File: config.mk
export PLATFORM = sky130hd
export DESIGN_NAME = ring_freq_meter
export DESIGN_NICKNAME = d
export VERILOG_FILES = /design/src/rtl/ring_meter_pkg.sv /design/src/rtl/ring_freq_meter_sync.sv /design/src/rtl/ring_freq_meter.sv
export SDC_FILE = /design/constraint.sdc
export NUM_CORES = 1
export LEC_CHECK = 0
export BUFFER_PORTS_ARGS = -buffer_cell sky130_fd_sc_hd__buf_4
export CAP_MARGIN = 20
export CORE_MARGIN = 10
export CORE_UTILIZATION = 40
export CTS_CLUSTER_DIAMETER = 50
export DETAILED_ROUTE_END_ITERATION = 10
export HOLD_SLACK_MARGIN = 0.02
export PLACE_DENSITY = 0.64
export SYNTH_ARGS = -nofsm -noshare
export SYNTH_HDL_FRONTEND = slang
export SYNTH_SLANG_ARGS = --single-unit
File: constraint.sdc
create_clock -name i_clk -period 5.45 [get_ports i_clk]
set_input_delay 0.2725 -clock i_clk [delete_from_list [all_inputs] [get_ports i_clk]]
set_output_delay 0.2725 -clock i_clk [all_outputs]
set_load 0.05 [all_outputs]
File: src/rtl/ring_meter_pkg.sv
// Shared types and constants for the ring oscillator frequency meter.
// Holds the measurement FSM encoding and the synchronizer flush length.
package ring_meter_pkg;

    typedef enum logic [1:0] {
        IDLE   = 2'd0,
        SETTLE = 2'd1,
        GATE   = 2'd2,
        DONE   = 2'd3
    } state_t;

    localparam int SETTLE_CYCLES = 3;

endpackage

File: src/rtl/ring_freq_meter_sync.sv
// Brings the selected asynchronous ring output into the clk domain
// and flags a rising edge one cycle wide.
module ring_sync_edge (
    input  logic clk,
    input  logic rst_n,
    input  logic ring,
    output logic rise
);

    logic s1_r;
    logic s2_r;
    logic s3_r;

    // two-flop synchronizer followed by the edge-history flop
    always_ff @(posedge clk) begin
        if (!rst_n) begin
            s1_r <= 1'b0;
            s2_r <= 1'b0;
            s3_r <= 1'b0;
        end else begin
            s1_r <= ring;
            s2_r <= s1_r;
            s3_r <= s2_r;
        end
    end

    assign rise = s2_r & ~s3_r;

endmodule

File: src/rtl/ring_freq_meter.sv
// Counts rising edges of one selected ring oscillator over a fixed gate
// window of the system clock and latches the result with a valid strobe.
module ring_freq_meter
    import ring_meter_pkg::*;
#(
    parameter int pRINGS = 4,
    parameter int pSEL_W = 2,
    parameter int pGATE  = 1000,
    parameter int pCNT_W = 16
) (
    input  logic              i_clk,
    input  logic              i_rst_n,
    input  logic [pRINGS-1:0] i_ring,
    input  logic [pSEL_W-1:0] i_sel,
    input  logic              i_start,
    output logic              o_busy,
    output logic              o_valid,
    output logic [pCNT_W-1:0] o_count,
    output logic              o_ovf
);

    localparam int TMR_W = (pGATE > 1) ? $clog2(pGATE + 1) : 1;
    localparam logic [TMR_W-1:0]  GATE_LAST   = TMR_W'(pGATE - 1);
    localparam logic [1:0]        SETTLE_LAST = 2'(SETTLE_CYCLES - 1);
    localparam logic [pCNT_W-1:0] CNT_MAX     = {pCNT_W{1'b1}};

    state_t                  state_r, state_n;
    logic [pSEL_W-1:0]       sel_r, sel_n;
    logic [TMR_W-1:0]        tmr_r, tmr_n;
    logic [1:0]              stl_r, stl_n;
    logic [pCNT_W-1:0]       cnt_r, cnt_n;
    logic                    sat_r, sat_n;
    logic                    busy_r, valid_r, ovf_r;
    logic [pCNT_W-1:0]       count_r;
    logic [2**pSEL_W-1:0]    ring_pad_s;
    logic                    ring_bit_s;
    logic                    rise_s;

    // pad the ring vector so unpopulated select codes read a constant 0
    always_comb begin
        ring_pad_s             = '0;
        ring_pad_s[pRINGS-1:0] = i_ring;
    end

    assign ring_bit_s = ring_pad_s[sel_r];

    ring_sync_edge u_sync (
        .clk   (i_clk),
        .rst_n (i_rst_n),
        .ring  (ring_bit_s),
        .rise  (rise_s)
    );

    // next-state, timers and saturating edge counter
    always_comb begin
        state_n = state_r;
        sel_n   = sel_r;
        tmr_n   = tmr_r;
        stl_n   = stl_r;
        cnt_n   = cnt_r;
        sat_n   = sat_r;
        case (state_r)
            IDLE: begin
                if (i_start) begin
                    state_n = SETTLE;
                    sel_n   = i_sel;
                    stl_n   = SETTLE_LAST;
                    cnt_n   = '0;
                    sat_n   = 1'b0;
                end else begin
                    state_n = IDLE;
                end
            end
            SETTLE: begin
                if (stl_r == 2'd0) begin
                    state_n = GATE;
                    tmr_n   = GATE_LAST;
                end else begin
                    stl_n = stl_r - 2'd1;
                end
            end
            GATE: begin
                if (rise_s) begin
                    if (cnt_r == CNT_MAX) begin
                        sat_n = 1'b1;
                    end else begin
                        cnt_n = cnt_r + pCNT_W'(1);
                    end
                end else begin
                    cnt_n = cnt_r;
                end
                if (tmr_r == '0) begin
                    state_n = DONE;
                end else begin
                    tmr_n = tmr_r - TMR_W'(1);
                end
            end
            DONE: begin
                state_n = IDLE;
            end
            default: begin
                state_n = IDLE;
            end
        endcase
    end

    // state, datapath and output registers; results load on entry to DONE
    always_ff @(posedge i_clk) begin
        if (!i_rst_n) begin
            state_r <= IDLE;
            sel_r   <= '0;
            tmr_r   <= '0;
            stl_r   <= 2'd0;
            cnt_r   <= '0;
            sat_r   <= 1'b0;
            busy_r  <= 1'b0;
            valid_r <= 1'b0;
            count_r <= '0;
            ovf_r   <= 1'b0;
        end else begin
            state_r <= state_n;
            sel_r   <= sel_n;
            tmr_r   <= tmr_n;
            stl_r   <= stl_n;
            cnt_r   <= cnt_n;
            sat_r   <= sat_n;
            busy_r  <= (state_n != IDLE);
            valid_r <= (state_n == DONE);
            if (state_n == DONE) begin
                count_r <= cnt_n;
                ovf_r   <= sat_n;
            end else begin
                count_r <= count_r;
                ovf_r   <= ovf_r;
            end
        end
    end

    assign o_busy  = busy_r;
    assign o_valid = valid_r;
    assign o_count = count_r;
    assign o_ovf   = ovf_r;

endmodule

==> results of run 1 <==
## state kept, by name, indices dropped and copies added, names as in the netlist
signal       flops
stl_r            2
tmr_r           10
sat_r            1
o_ovf            1
o_busy           1
state_r          2
o_valid          1
sel_r            2
u_sync.s1_r      1
cnt_r           16
o_count         16
u_sync.s2_r      1
u_sync.s3_r      1
## Yosys cell counts (2+ instances only)
| cell | count | area [um^2] |
|---|---|---|
| and3_2 | 2 | 15.0 |
| a21oi_1 | 27 | 135 |
| clkbuf_8 | 2 | 27.5 |
| nand2b_1 | 4 | 25.0 |
| nor2_1 | 32 | 120 |
| dfxtp_1 | 55 | 1100 |
| ha_1 | 3 | 37.5 |
| o21a_1 | 2 | 15.0 |
| nand4bb_1 | 2 | 22.5 |
| buf_2 | 2 | 10.0 |
| mux2_2 | 5 | 56.3 |
| and3_1 | 2 | 12.5 |
| inv_1 | 7 | 26.3 |
| and2_1 | 6 | 37.5 |
| xor2_1 | 4 | 35.0 |
| nor4_2 | 2 | 25.0 |
| nor3b_1 | 2 | 15.0 |
| nor3_1 | 14 | 70.1 |
| o21ai_0 | 20 | 100 |
| xnor2_1 | 6 | 52.6 |
| or2_2 | 2 | 12.5 |
| nand4_1 | 5 | 31.3 |
| nor2b_1 | 3 | 18.8 |
| or3_1 | 4 | 25.0 |
| a211oi_1 | 5 | 37.5 |
| a31oi_1 | 9 | 56.3 |
| and4_1 | 2 | 17.5 |
| o211ai_1 | 4 | 30.0 |
| clkbuf_1 | 8 | 30.0 |
| nand2_1 | 23 | 86.3 |
| nor4_1 | 3 | 18.8 |
| mux2i_1 | 3 | 30.0 |
| nand3_1 | 7 | 35.0 |
## routing by layer
layer	wire length, um	up-vias	track usage [%]
li1	-	1124	-
met1	2840	969	15.1
met2	2680	47	18.5
met3	324	4	3.50
met4	45	0	3.48
met5	0	-	0
## placed cells by master, fill, tap and decap left out, types with 5 or more instances in the layout
cell	n
a211oi_1	5
a21oi_1	27
a31oi_1	9
and2_1	6
buf_4	28
clkbuf_8	5
dfxtp_1	55
inv_1	7
mux2_2	5
nand2_1	23
nand3_1	7
nand4_1	5
nor2_1	31
nor3_1	14
o21ai_0	20
xnor2_1	6
## worst max path at each step
stage / endpoint / startpoint
floorplan: o_count[14]$_SDFFE_PN0N_ / cnt_r[0]$_SDFF_PN0_
global placement: o_count[6]$_SDFFE_PN0N_ / tmr_r[3]$_SDFFE_PN0P_
global route: cnt_r[11]$_SDFF_PN0_ / state_r[1]$_SDFF_PN0_
CTS: o_count[6]$_SDFFE_PN0N_ / tmr_r[3]$_SDFFE_PN0P_
finish: cnt_r[11]$_SDFF_PN0_ / state_r[1]$_SDFF_PN0_
detailed placement: o_count[6]$_SDFFE_PN0N_ / tmr_r[3]$_SDFFE_PN0P_
## power by group
part           switching, uW  internal [uW]
registers               31.4            437
logic                    149           80.9
clock network            136           90.9
## metrics by stage
step	area [um^2]	power, uW	std cells	hold slack [ps]
finish	2920	926	398	211
global placement	2800	697	389	416
floorplan	2570	647	297	408
CTS	2890	931	397	204
detailed placement	2800	703	389	422
global route	2920	977	398	231
## final cells by class
class / count / area share (%)
well taps: 77 / 3.30
repair buffers: 29 / 8.15
clock inverters: 3 / 0.644
inverters: 7 / 0.901
multi-input cells: 222 / 46.9
flip-flops and latches: 55 / 37.8
clock buffers: 5 / 2.36
## kinds of logic after synthesis
group	count (synthesis)	synth area share, %
DFF	55	42.8
xor gates and xnor gates	10	3.41
buffers and inverters	20	4.09
muxes	9	4.23
AOI/OAI and AO/OA	76	17.6
adders and majority gates	3	1.46
and+or+nand+nor	124	26.4
## tightest hold or removal path, cell delays in order
cell     delay [ps]
buf_4           110
nand2_1          40
a21oi_1          50
==> run summary, run 1 <==
The total via count after detailed routing is 2144. The floorplan step set the die width to 100 um. The detail-routed net length per standard cell came out at 14.8 um. The worst setup path is launched from a register. The synthesized netlist net count is 309. From bottom edge to top edge, the die measures 100 um. Along the worst path, the maximum fanout reaches 11. The final hold violation count is 0. The cell at the root of the clock tree is clkbuf_8. The total die area is 10000 um^2. The TritonCTS buffer count came out at 5. The final worst clock skew came out at 11.5 ps. The part of the Yosys area used for sequential elements is 42.8%.

In this run the critical register-to-register path is captured at cnt_r[11]$_SDFF_PN0_. The average instance in the mapped netlist occupies 8.66 um^2. The initial core utilization came out at 40.7%. The DRC violations left is 0. The maximum single-stage delay on the critical path came out at 670 ps.

Entering global routing, the biggest net connects 34 pins. The shortest clock period the worst path allows after layout is 2520 ps. At the placement stage, the worst setup path has a slack of 2900 ps. The final weighted congestion in routability-driven placement came out at 0.892. The via count of the first global-routing pass came to 2118.

Setup violations remaining at the end of the flow were counted as 0. The number of standard cells after synthesis came out at 297. The leftover overflow at the end of global routing is 0. The I/O pin count is 28. The worst setup slack for register-to-register paths is 2930 ps.

The actual transition at the worst max-transition pin is 766 ps. The number of buffers and inverters on the critical path is 0. The fraction of final layout cells sized beyond drive strength 1 came out at 17.1%. The worst hold path cell count is 3. Clock-pin slew was measured on the worst setup and hold paths at 100 ps. The static power due to leakage is 0.00106 uW.

The run finished with clean final reports. The multi-input combinational cells in the finished layout cover a total of 1370 um^2. After synthesis the cells add up to 2570 um^2.

The count of instances resized after the clock tree is built came out at 0. The number of port buffers is 27. The post-synthesis to final-layout area growth is 13.4%. The data required time at the worst endpoint came out at 5700 ps. The critical path is of the register to register type.

The per-cell via count in the routed design came out at 5.39. The most used flip-flop cell after synthesis is dfxtp_1. The worst min-delay path class is primary input to register. The cell count along the critical path is 5.

The data arrival time of the worst path is 2770 ps. The share of flip-flops with an asynchronous set or reset is 0%. The peak ir drop on the vdd network is 0.000143 V. The share of the core filled with cells in the final layout came out at 46.2%.

The final period utilization is 46.3%. The maximum achievable frequency came out at 396 MHz. Across the whole layout, storage elements account for 1100 um^2.

The worst setup path is captured at a register. The post-CTS setup-driven buffer insertion count came out at 0. The number of maximum-capacitance violations is 0. The post-synthesis cell type count is 53. The sum of routed wire length over all layers came out at 5.89 mm. The area of the core region came out at 6310 um^2.

Setup repair after global routing left no endpoint under its margin. The total iterations of the first detailed-routing run came out at 4. The first-pass GRT wire length is 9.95 mm. Grouping stages by cell kind, the critical path spends the most delay in simple AND/OR/NAND/NOR gates. The final count of pins violating max slew is 0. No sink is reached through more buffers than the 2 on the longest clock path. The detailed placer's ending HPWL came out at 4.06 mm. Counting the fill cells in the layout gives 648.

The detailed router finished its first iteration with 129 violations. Global routing used 11.7% of the available tracks. The largest individual stage delay along the critical path comes from the cell nor2b_1. The synthesized design contains 55 register bits. The startpoint of the lowest-slack register-to-register path is state_r[1]$_SDFF_PN0_.

The worst hold path begins at i_sel[0]. The final worst slack came out at 2930 ps. The clock latency at the later pin of the worst-skew pair is 310 ps. In this run the remaining antenna-violating nets after routing total 0. Hold repair after CTS inserted 0 buffers.

The number of flops mapped to enable cells by yosys came out at 0. The critical path goes through nor2b_1, nand3_1, nor4_1, mux2_2, nor2_1. The antenna diode count came out at 0. The initial antenna violation count is 0. For hold timing, the worst endpoint is sel_r[0]$_SDFFE_PN0P_. The number of sinks handled by clock tree synthesis is 55.

TritonCTS built the clock tree. At the end of the flow, the number of nets in the layout was 332. The summed negative setup slack over all endpoints is 0 ps. The count of warnings emitted by yosys came out at 0. Counting cells, the worst reg-to-reg path comes to 5. The power density over cell area came out at 317 nW/um^2. The relative max-transition margin is 48.5%. The number of rows created at floorplan came out at 29. The number of levels in the clock H-tree is 2.
(Power assumes the default switching activity.)
==> inputs of run 2 (changes only) <==
Settings changed: PLACE_DENSITY 0.64 to 0.66.
Clock period 5.45 ns to 2 ns, I/O delays scaled along.
==> run 2 against run 1 <==
Effect of this change:
- sequential power grew to 2.7 times the previous value
- global-route usage rose by 0.28 points
- highest routed layer unchanged
- design area up 6.0%
==> run summary, run 2 (synthesized netlist as in run 1, its figures left out) <==
The number of rows created at floorplan was 29 (unchanged). The shortest clock period the worst path allows after layout was 1890 ps (-638 ps). The worst setup path is captured at a register. The worst setup path is launched from a register. The number of sinks handled by clock tree synthesis came out at 55 (unchanged).

The sum of routed wire length over all layers is 5.99 mm (+1.7%). The area of the core region is 6310 um^2 (unchanged). The most frequent standard cell in the layout excluding fill and tap cells is dfxtp_1. The total via count after detailed routing came to 2232 (+4.1%). The largest net degree at the start of global routing is 32 (-5.9%).

The relative max-transition margin came to 67.8% (+19 points). In the layout the commonest cells are dfxtp_1 (48), buf_4 (46), nor2_1 (31). The initial detailed-routing violation count came out at 52 (-60%). The detail-routed net length per standard cell came to 14.4 um (-2.5%).

The die span in y came out at 100 um (unchanged). The share of the core filled with cells in the final layout was 49.0% (+2.8 points). The clock latency at the later pin of the worst-skew pair came to 300 ps (about the same).

The number of maximum-capacitance violations came out at 0 (unchanged). The final period utilization came out at 94.3% (+48 points). The detailed placer's ending HPWL is 4.40 mm (+8.2%). The final count of pins violating max slew came out at 0 (unchanged). The final-stage net count is 349 (+5.1%). The first-pass GRT wire length came out at 10.4 mm (+4.0%). The worst register-to-register path begins at cnt_r[2]$_SDFF_PN0_.

TritonCTS built the clock tree. The data required time at the worst endpoint is 2240 ps (-3460 ps). The area taken by multi-input logic gates came out at 1390 um^2 (+1.9%). The die span in x came out at 100 um (unchanged).

The summed negative setup slack over all endpoints is 0 ps (unchanged). In this run the worst hold path is classified as primary input to register. The overall power of the completed layout came to 2720 uW (+190%).

The initial core utilization is 40.7% (unchanged). The number of levels in the clock H-tree was 2 (unchanged). The final weighted congestion in routability-driven placement was 0.840 (-5.9%). The I/O pin count is 28 (unchanged). The final worst clock skew came to 7.76 ps (-3.76 ps). The number of fill cells is 631 (-2.6%). The top fanout value on the critical path is 6 (-5). The run finished with clean final reports. The clock slew seen by the registers of the worst setup and hold paths came out at 100 ps (about the same). The static power due to leakage came to 0.00116 uW (+9.0%). The endpoint identified for the worst register-to-register timing path is cnt_r[14]$_SDFF_PN0_. The peak ir drop on the vdd network is 0.000437 V (+200%). The TritonCTS buffer count came to 5 (unchanged). Walking the worst path, the cells encountered are nand4_4, or4_4, or3_1, or2_0, a21oi_1. The total area of sequential cells came out at 1110 um^2 (+0.79%). The maximum number of buffers from clock root to sink came out at 2 (unchanged).

The maximum achievable frequency came out at 530 MHz (+34%). The timing endpoint of the critical path is cnt_r[14]$_SDFF_PN0_. The worst setup slack for register-to-register paths came out at 110 ps (-2810 ps). Setup repair after global routing left no endpoint under its margin. The number of port buffers is 27 (unchanged).

The post-synthesis to final-layout area growth came out at 20.3%. The per-cell via count in the routed design is 5.38 (-0.16%). The final-layout worst hold slack is 44.4 ps (-167 ps).

The actual transition at the worst max-transition pin came to 480 ps (-286 ps). The launching element of the worst setup path is cnt_r[2]$_SDFF_PN0_. The maximum single-stage delay on the critical path is 500 ps (-170 ps). The total die area came out at 10000 um^2 (unchanged). The number of endpoints failing setup at the final stage came out at 0 (unchanged). The data arrival time of the worst path came out at 2130 ps (-640 ps).

The power density over cell area came out at 879 nW/um^2 (+180%). The global-route usage over all layers came out at 12.0% (+0.28 points). The leftover overflow at the end of global routing came out at 0 (unchanged). The total iterations of the first detailed-routing run is 4 (unchanged). The DRC violations left is 0 (unchanged). The via count of the first global-routing pass is 2242 (+5.9%). The tree is rooted in a clkbuf_8. The antenna diode count is 0 (unchanged).

The fraction of final layout cells sized beyond drive strength 1 is 24.3% (+7.1 points). The worst setup path is of the register to register kind. The number of cells on the worst reg-to-reg path came out at 5 (unchanged).

The remaining antenna violation count after routing was 0 (unchanged). The largest individual stage delay along the critical path comes from the cell or4_4. The final hold violation count came to 0 (unchanged). The initial antenna violation count came to 0 (unchanged).
==> run 2: cell count changes in the layout (fill, tap and decap cells not counted), sizes merged <==
cell | before | now
clkbuf | 5 | 6
bufinv | 0 | 1
clkinv | 2 | 0
buf | 29 | 46
==> run 2: repair_timing <==
action                     in CTS  in global routing
hold buffers                    0                  0
setup endpoints to repair       0                 11
buffers inserted                0                  1
gates resized for setup         0                 12
==> run 2: power breakdown <==
part | switching (uW) | internal (uW) | total (uW)
sequential | 75.6 | 1190 | 1270
clock | 357 | 412 | 769
combinational | 422 | 262 | 684
==> run 2: final cells by class <==
cell class,count,area share (%)
Tap cell,77,3.11
Multi-Input combinational cell,222,45.1
Clock inverter,2,1.25
Sequential cell,55,35.9
Clock buffer,6,2.67
Inverter,7,0.850
Timing Repair Buffer,46,11.2
==> run 2: critical path, delay by kind of cell, from the launching register on <==
kind | cells | cell delay, ps
AOI/OAI and AO/OA | 1 | 130
and+or+nand+nor | 4 | 1220
DFF | 1 | 480
==> run 2: how the worst min path moves through the flow <==
stage                                       end  cells after the start  slack [ps]     start
after global placement    sel_r[0]$_SDFFE_PN0P_                      3         350  i_sel[0]
after global routing      sel_r[1]$_SDFFE_PN0P_                      3          40  i_sel[1]
after floorplan           sel_r[1]$_SDFFE_PN0P_                      2         240  i_sel[1]
after detailed placement  sel_r[0]$_SDFFE_PN0P_                      3         360  i_sel[0]
after CTS                 sel_r[0]$_SDFFE_PN0P_                      3          30  i_sel[0]
final                     sel_r[0]$_SDFFE_PN0P_                      3          40  i_sel[0]
==> run 2: layer usage <==
| metal | GRT usage, % | wire (um) | up-vias |
|---|---|---|---|
| met3 | 2.68 | 284 | 2 |
| met5 | 0 | 0 | - |
| met4 | 3.04 | 31 | 0 |
| met1 | 15.6 | 2790 | 1033 |
| met2 | 19.6 | 2880 | 43 |
| li1 | - | - | 1154 |
==> run 2: stage by stage <==
step	instance area, um^2	instances	setup WS [ps]
global placement	2930	406	73.4
global route	3090	415	4.06
CTS	3050	414	1.05
floorplan	2570	297	73.4
detailed placement	2930	406	6.32
finish	3090	415	114
==> inputs of run 3 (changes only) <==
Settings changed: PLACE_DENSITY 0.66 to default, SLEW_MARGIN from default to 20.
==> run 3 against run 2 <==
Effect of this change:
- global-route usage grew 0.32 points
- via count rose by 0.36%
- die area did not move
- design area decreased by 0.12%
- sequential cell count unchanged
- register-to-register slack got worse by 30 ps
- core utilization shrank 0.060 points
- sequential power is essentially flat
- first-iteration DRC count up 130%
- clock power about the same
- non-clock buffer count up 1
- critical path type unchanged
- largest power group unchanged
==> run summary, run 3 (synthesized netlist as in run 1, its figures left out) <==
The maximum achievable frequency came out at 522 MHz (-1.6%). The kind of capture point of the worst setup path is a register. The number of levels in the clock H-tree is 2 (unchanged). The summed negative setup slack over all endpoints came out at 0 ps (unchanged).

TritonCTS built the clock tree. The final worst slack was 82.8 ps (-31.0 ps). The flow ran to the end, and the final reports show no timing, DRC or antenna violations. The post-CTS setup-driven buffer insertion count came to 0 (unchanged). The number of maximum-capacitance violations is 0 (unchanged).

The worst min-delay path class is primary input to register. The number of rows created at floorplan came out at 29 (unchanged). The final count of pins violating max slew came out at 0 (unchanged). The power density over cell area was 882 nW/um^2 (+0.33%). The peak ir drop on the vdd network is 0.000446 V (+2.1%). The combinational share of power is 25.1% (about the same). The number of buffers and inverters on the critical path is 0 (unchanged).

The switching power of the nets is 866 uW (+1.3%). The library cell used most frequently in the layout, excluding fill and tap cells, is dfxtp_1. The final-stage net count came out at 350 (+0.29%).

The final period utilization came out at 95.9% (+1.6 points). The leftover overflow at the end of global routing came out at 0 (unchanged). The met3 usage in global routing came to 3.64% (+0.96 points). The initial core utilization was 40.7% (unchanged). The number of port buffers came to 27 (unchanged). The standard cell with the maximum stage delay on the critical path is or4_4. The category of the worst setup path launch point is a register. The total die area came out at 10000 um^2 (unchanged). The met1 layer usage reported by global route is 16.2% (+0.59 points). The number of instances in the placed design came to 408 (+0.49%). The cell internal power dissipation is 1860 uW (-0.32%). The relative max-transition margin came to 73.5% (+5.8 points). The sequential power share came out at 46.7% (about the same). The DRC violations left is 0 (unchanged). The static power due to leakage is 0.00116 uW (+0.27%). The first-pass GRT wire length is 10.2 mm (-1.2%). The critical path class is register to register. Leaving out fill and tap cells, the most frequent cells in the layout are dfxtp_1 (48), buf_4 (47), nor2_1 (31). The total iterations of the first detailed-routing run came out at 4 (unchanged).

The per-cell via count in the routed design came out at 5.38 (+0.12%). The detailed placer's ending HPWL is 4.40 mm (about the same). The clock slew seen by the registers of the worst setup and hold paths came out at 100 ps (about the same). The fraction of final layout cells sized beyond drive strength 1 was 24.2% (-0.072 points).

The kind of cell with the highest combined delay along the critical path is simple AND/OR/NAND/NOR gates. The die span in x is 100 um (unchanged). The via count of the first global-routing pass came to 2135 (-4.8%). The data arrival time of the worst path is 2110 ps (-20 ps). From synthesis to final layout, the design area changed by 20.1%. The post-route non-filler standard cell count came out at 416 (+0.24%). The share of total power consumed by net switching is 31.8% (+0.36 points).

The number of hold buffers added after cts came out at 0 (unchanged). The initial detailed-routing violation count is 120 (+130%). The final hold violation count is 0 (unchanged). The number of fill cells came out at 635 (+0.63%). The clock latency at the later pin of the worst-skew pair is 310 ps (about the same). The area taken by multi-input logic gates is 1390 um^2 (-0.54%).

The most congested layer reported by global routing is met2. The I/O pin count came out at 28 (unchanged). The shortest clock period the worst path allows after layout came out at 1920 ps (+31.0 ps). The total area of sequential cells is 1110 um^2 (unchanged). The maximum single-stage delay on the critical path came to 500 ps (about the same). The number of sinks handled by clock tree synthesis came out at 55 (unchanged). The antenna diode count came out at 0 (unchanged). The largest net degree at the start of global routing is 32 (unchanged). The sum of routed wire length over all layers is 6.14 mm (+2.6%). The worst setup slack for register-to-register paths came out at 80 ps (-30 ps). The number of endpoints failing setup at the final stage is 0 (unchanged). The remaining antenna violation count after routing is 0 (unchanged). The initial antenna violation count is 0 (unchanged). The post-route standard cell area excluding fillers is 3090 um^2 (-0.12%). The top fanout value on the critical path is 6 (unchanged). The area of the core region came out at 6310 um^2 (unchanged). The actual transition at the worst max-transition pin is 397 ps (-83.0 ps). The global-route usage over all layers came out at 12.3% (+0.32 points). The worst slack at placement is 18.4 ps (+12.1 ps). The detail-routed net length per standard cell came out at 14.8 um (+2.3%). The data required time at the worst endpoint came out at 2190 ps (-50 ps). The met2 track demand over resource is 18.7% (-0.94 points). The maximum number of buffers from clock root to sink came to 2 (unchanged).

The instance area at placement came out at 2940 um^2 (+0.51%). The part of the power in the clock network is 28.2% (about the same). The die span in y came out at 100 um (unchanged). The total via count after detailed routing is 2240 (+0.36%). The final worst clock skew came out at 5.23 ps (-2.53 ps). In this run the clock root is driven by a clkbuf_8. The final weighted congestion in routability-driven placement is 0.886 (+5.5%).

Walking the worst path, the cells encountered are nand4_4, or4_4, or3_1, a31oi_2, a31oi_1. The TritonCTS buffer count came out at 5 (unchanged).
==> run 3: cell types whose count changed in the layout (fill, tap and decap cells not counted), sizes merged <==
cell    previous run  this run
buf               46        47
clkinv             0         1
inv                8         7
==> run 3: what timing repair did <==
action,CTS,global route
resized for setup,0,10
hold endpoints to repair,0,0
setup endpoints to repair,0,8
==> run 3: worst min-delay path, cell delays in order <==
cell	delay [ps]
buf_4	110
nand2_1	50
a21oi_1	50
==> run 3: routing by layer <==
metal	up-vias	wire length (um)
li1	1156	-
met2	54	2750
met5	-	0
met4	0	68
met1	1025	2960
met3	5	364
==> run 3: cell type report <==
class | count | area share, %
Sequential cell | 55 | 35.9
Tap cell | 77 | 3.12
Inverter | 7 | 0.851
Multi-Input combinational cell | 222 | 44.9
Clock inverter | 2 | 1.13
Timing Repair Buffer | 47 | 11.4
Clock buffer | 6 | 2.67
==> run 3: final timing paths <==
check                                                 to  depth (start not counted)                   start
worst min-delay path               sel_r[0]$_SDFFE_PN0P_                          3                i_sel[0]
worst max-delay path            o_count[14]$_SDFFE_PN0N_                          5     cnt_r[2]$_SDFF_PN0_
worst min register to register    u_sync.s2_r$_SDFF_PN0_                          1  u_sync.s1_r$_SDFF_PN0_
worst max register to register  o_count[14]$_SDFFE_PN0N_                          5     cnt_r[2]$_SDFF_PN0_
==> run 3: power groups by stage <==
stage          clock (uW)  sequential [uW]  combinational, uW
2_1_floorplan           0             1390                377
3_3_place_gp            0             1290                678
3_5_place_dp            0             1300                685
4_1_cts               799             1270                688
5_1_grt               835             1290                759
6_report              770             1270                684
==> run 3: metrics by stage <==
step                      utilization [%]  power (uW)  hold WS, ps
after floorplan                         -        1760          236
after detailed placement             46.6        1980          377
final                                48.9        2730         42.1
after global routing                 48.9        2880         55.7
after global placement               46.6        1970          351
after CTS                            48.5        2760         38.8
